[config.mk]
export PLATFORM = sky130hd
export DESIGN_NAME = nibble_alu_seq
export DESIGN_NICKNAME = d
export VERILOG_FILES = /design/src/rtl/nibble_alu_seq.sv
export SDC_FILE = /design/constraint.sdc
export NUM_CORES = 1
export LEC_CHECK = 0
export BUFFER_PORTS_ARGS = -buffer_cell sky130_fd_sc_hd__buf_2
export CAP_MARGIN = 20
export CORE_ASPECT_RATIO = 0.5
export CORE_UTILIZATION = 40
export DETAILED_ROUTE_END_ITERATION = 7
export PLACE_DENSITY = 0.7
export RECOVER_POWER = 50
export SETUP_SLACK_MARGIN = 0.1
export SLEW_MARGIN = 20
export SYNTH_ARGS = -nofsm -noshare
export SYNTH_HDL_FRONTEND = slang
export SYNTH_SLANG_ARGS = --single-unit
[constraint.sdc]
create_clock -name clk -period 3.5 [get_ports clk]
set_input_delay 0.525 -clock clk [delete_from_list [all_inputs] [get_ports clk]]
set_output_delay 0.525 -clock clk [all_outputs]
set_load 0.005 [all_outputs]
[src/rtl/nibble_alu_seq.sv]
// Multi-cycle add/subtract unit: a WIDTH-bit operation runs through one shared
// 4-bit slice, LSB nibble first, one nibble per clock, with full-word flags.
module nibble_alu_seq #(
    parameter int NIBBLES = 4
) (
    input  logic                   clk,
    input  logic                   rst_n,
    input  logic                   in_valid,
    output logic                   in_ready,
    input  logic [4*NIBBLES-1:0]   in_x,
    input  logic [4*NIBBLES-1:0]   in_y,
    input  logic                   in_sub,
    output logic                   out_valid,
    input  logic                   out_ready,
    output logic [4*NIBBLES-1:0]   out_z,
    output logic                   out_v,
    output logic                   out_c,
    output logic                   out_n,
    output logic                   out_zf,
    output logic                   out_lt,
    output logic                   busy,
    output logic [1:0]             state_dbg
);

    localparam int WIDTH = 4 * NIBBLES;
    localparam int CW    = (NIBBLES > 1) ? $clog2(NIBBLES) : 1;

    // Handshake: a transfer happens on a rising edge where valid & ready are
    // both high; out_valid holds with stable data until out_ready is seen.
    typedef enum logic [1:0] {
        IDLE = 2'd0,
        RUN  = 2'd1,
        DONE = 2'd2
    } state_t;

    state_t             state_r, state_nx;
    logic [WIDTH-1:0]   x_r, y_r, res_r;
    logic [CW-1:0]      cnt_r;
    logic               carry_r, zacc_r;
    logic               v_r, c_r, n_r, zf_r, lt_r;

    logic [3:0]         x4, y4, lo, s;
    logic               c3, cout, last;

    always_ff @(posedge clk or negedge rst_n) begin
        if (!rst_n) state_r <= IDLE;
        else        state_r <= state_nx;
    end

    always_comb begin
        state_nx = state_r;
        case (state_r)
            IDLE:    if (in_valid)  state_nx = RUN;
            RUN:     if (last)      state_nx = DONE;
            DONE:    if (out_ready) state_nx = IDLE;
            default:                state_nx = IDLE;
        endcase
    end

    // One 4-bit slice; carry into its top bit is kept separate for overflow.
    always_comb begin
        x4   = x_r[{cnt_r, 2'b00} +: 4];
        y4   = y_r[{cnt_r, 2'b00} +: 4];
        lo   = {1'b0, x4[2:0]} + {1'b0, y4[2:0]} + {3'b000, carry_r};
        c3   = lo[3];
        s    = {x4[3] ^ y4[3] ^ c3, lo[2:0]};
        cout = (x4[3] & y4[3]) | (c3 & (x4[3] ^ y4[3]));
        last = (cnt_r == CW'(NIBBLES - 1));
    end

    always_ff @(posedge clk or negedge rst_n) begin
        if (!rst_n) begin
            x_r     <= '0;
            y_r     <= '0;
            res_r   <= '0;
            cnt_r   <= '0;
            carry_r <= 1'b0;
            zacc_r  <= 1'b0;
            v_r     <= 1'b0;
            c_r     <= 1'b0;
            n_r     <= 1'b0;
            zf_r    <= 1'b0;
            lt_r    <= 1'b0;
        end else begin
            case (state_r)
                IDLE: if (in_valid) begin
                    x_r     <= in_x;
                    y_r     <= in_sub ? ~in_y : in_y;
                    carry_r <= in_sub;
                    cnt_r   <= '0;
                    zacc_r  <= 1'b0;
                end
                RUN: begin
                    res_r[{cnt_r, 2'b00} +: 4] <= s;
                    carry_r <= cout;
                    zacc_r  <= zacc_r | (|s);
                    if (last) begin
                        cnt_r <= '0;
                        c_r   <= cout;
                        v_r   <= c3 ^ cout;
                        n_r   <= s[3];
                        zf_r  <= ~(zacc_r | (|s));
                        lt_r  <= s[3] ^ c3 ^ cout;
                    end else begin
                        cnt_r <= cnt_r + CW'(1);
                    end
                end
                default: ;
            endcase
        end
    end

    assign in_ready  = (state_r == IDLE);
    assign out_valid = (state_r == DONE);
    assign busy      = (state_r != IDLE);
    assign state_dbg = state_r;
    assign out_z     = res_r;
    assign out_v     = v_r;
    assign out_c     = c_r;
    assign out_n     = n_r;
    assign out_zf    = zf_r;
    assign out_lt    = lt_r;

endmodule

==> results.ini <==
[outcome]
status=finished, violations left
violations=capacitance limit, slew limit

[clock_network]
cts_buffer_depth=2
htreeDepth=3
cts_sinks=59
cts_tree=done
clock_latency_ps=320
cts_buffers=9
clk_pin_slew_ps=50
cts-root-buf=clkbuf_16

[final_layout]
final_common_cell=dfrtp_1
drive_gt1_frac=0.2943
utilization=0.5162
final_area_sq_um=3500
diodes=0
synthToLayoutAreaGrowth_pct=23.43
fin_nets=343
layout_common_cells=dfrtp_1, buf_2, nor2_1

[global_route]
antenna_found_initial=0
grt_pass1_vias=2015
grt_max_degree=55
grt_use_total=0.1845
overflow=0
grt_pass1_wl_mm=9.942

[floorplan]
fp.dieArea_sq_um=7449
rows=21
ios=63
initial_core_util=0.4182
die_w_um=121.1
core-area_sq_um=6779
die_y_um=61.53

[power_and_ir_drop]
swShare=0.3923
pwr-share-clk=0.222
vdd_drop_max_mv=0.5422
leakage_nw=1.593
pwr-share-seq=0.315
powerDensity_nw_per_um2=1101
p_int_mw=2.341
p_switching_mw=1.511
comb_power_share=0.464

[timing]
relSlewSlack=-0.6277
fmax_mhz=329.6
final_max_slew_viol_count=48
clock-skew-final_ps=5.296
finalSetupViolations=0
finalWorstSetupSlack_ps=465.7
period_share=0.8669
tns_ps=0
rsz0062_at_grt=no
final_hold_viol_count=0
timing.final.crit_period_ps=3034
worst_slew_pin_slew_ps=2442

[detailed_routing]
drcViolationCount=0
drt-initial-drc-count=144
viasPerCell=5.036
postRouteAntennaNets=0
wl_per_cell_um=15.52
totalWireLength_mm=6.068
vias=1969
drt_pass1_iterations=4

[synthesis]
yosysWarningCount=0
synth-async-reset-ratio=1.000
synth-seq-cells=59
netlist_area_sq_um=2835
syn_nets=277
synth-edff-count=0
synth.avg_cell_area_sq_um=12.44
synthFlopType=dfrtp_1
ys_seq_area_frac=0.5207
synth_cells=228
synth.distinct_cells=37

[place]
post-dp-hpwl_mm=4.373
dp_slack_ps=362.3
io_buffers=62
placed_cell_area_sq_um=3218
gp_congestion=0.7872

[critical_path]
start_kind=register
crit_type=reg2reg
end_kind=register
cpPeakStageDelay_ps=530
worstPathArrival_ps=3240
path_max_fanout=10
path_delay_family=multiplexers
crit_required_ps=3700
crit_slowest_cell=mux4_2
path_buf_inv=1
crit_chain=buf_4, mux4_2, ha_1, a21oi_1, and2_1, fa_1, and4_1, mux2_2

[worst_hold_path]
holdCritPathClass=in2reg

[flow_run]
max-cap-violations=1

## synth_stat cells, drive strengths merged, types with 4 or more instances
library cell	n	area (sq um)
dfrtp	59	1476
nor2	19	71.32
mux2	18	202.7
a21oi	17	85.08
xnor2	16	140.1
nand2	12	45.04
o2bb2ai	12	105.1
inv	11	41.29
buf	10	73.81
ha	8	100.1
mux4	8	180.2
o21ai	6	30.02
fa	4	80.08
## area by class of cell
| type | count | area (sq um) |
|---|---|---|
| Timing Repair Buffer | 66 | 325.3 |
| Tap cell | 92 | 115.1 |
| Inverter | 11 | 41.29 |
| Multi-Input combinational cell | 147 | 1245 |
| Clock buffer | 11 | 242.7 |
| Fill cell | 595 | 3279 |
| Clock inverter | 5 | 52.55 |
| Sequential cell | 59 | 1478 |
## sequential cells by signal, summed over array words and instances, names as in the netlist, 2 cells and up
name,flops
out_z,16
x_r,16
y_r,16
cnt_r,2
state_dbg,2
## kinds of logic after synthesis
logic type	synth area share
DFF	0.5207
adders and majority gates	0.06355
AOI/OAI and AO/OA	0.09753
buffers and inverters	0.04192
muxes	0.1350
and+or+nand+nor	0.08871
xor gates and xnor gates	0.05251
## routing by layer
layer  up-vias  GRT usage  share of wire
met5         -          0              0
met4         0    0.05644         0.0091
met3         9    0.06111          0.050
met2        47     0.3127           0.48
met1       983     0.2311           0.46
li1        930          -              -
## per-stage QoR
step / hold WS (ps) / instances / power, mW
after global routing: 380.1 / 391 / 4.136
after CTS: 384.4 / 391 / 3.883
after floorplan: 229.4 / 228 / 2.380
after detailed placement: 470.7 / 375 / 2.988
after global placement: 469.8 / 375 / 2.919
final: 390.0 / 391 / 3.853
## power by group through the flow
| stage | clock network, mW | registers (mW) | logic, mW |
|---|---|---|---|
| 6_report | 0.854 | 1.21 | 1.79 |
| 5_1_grt | 0.903 | 1.26 | 1.97 |
| 4_1_cts | 0.872 | 1.22 | 1.79 |
| 3_5_place_dp | 0 | 1.22 | 1.76 |
| 3_3_place_gp | 0 | 1.21 | 1.71 |
| 2_1_floorplan | 0 | 1.12 | 1.26 |
## path summary, 6_finish.rpt
path | end | start | cells past startpoint | slack (ps)
setup / recovery | out_zf | cnt_r[0] | 8 | 470
hold / removal | state_dbg[1] | out_ready | 2 | 390
setup reg to reg | out_zf | cnt_r[0] | 8 | 470
hold reg to reg | out_c | out_c | 2 | 490
max in group asynchronous | cnt_r[0] | rst_n | 1 | 980
min in group asynchronous | state_dbg[1] | rst_n | 1 | 960
## timing repair
action / CTS / global route
resized for setup: 0 / 1
buffers inserted: 0 / 0
hold endpoints to repair: 0 / 0
hold buffers: 0 / 0
setup endpoints to repair: 0 / 1
(Power assumes the default switching activity.)
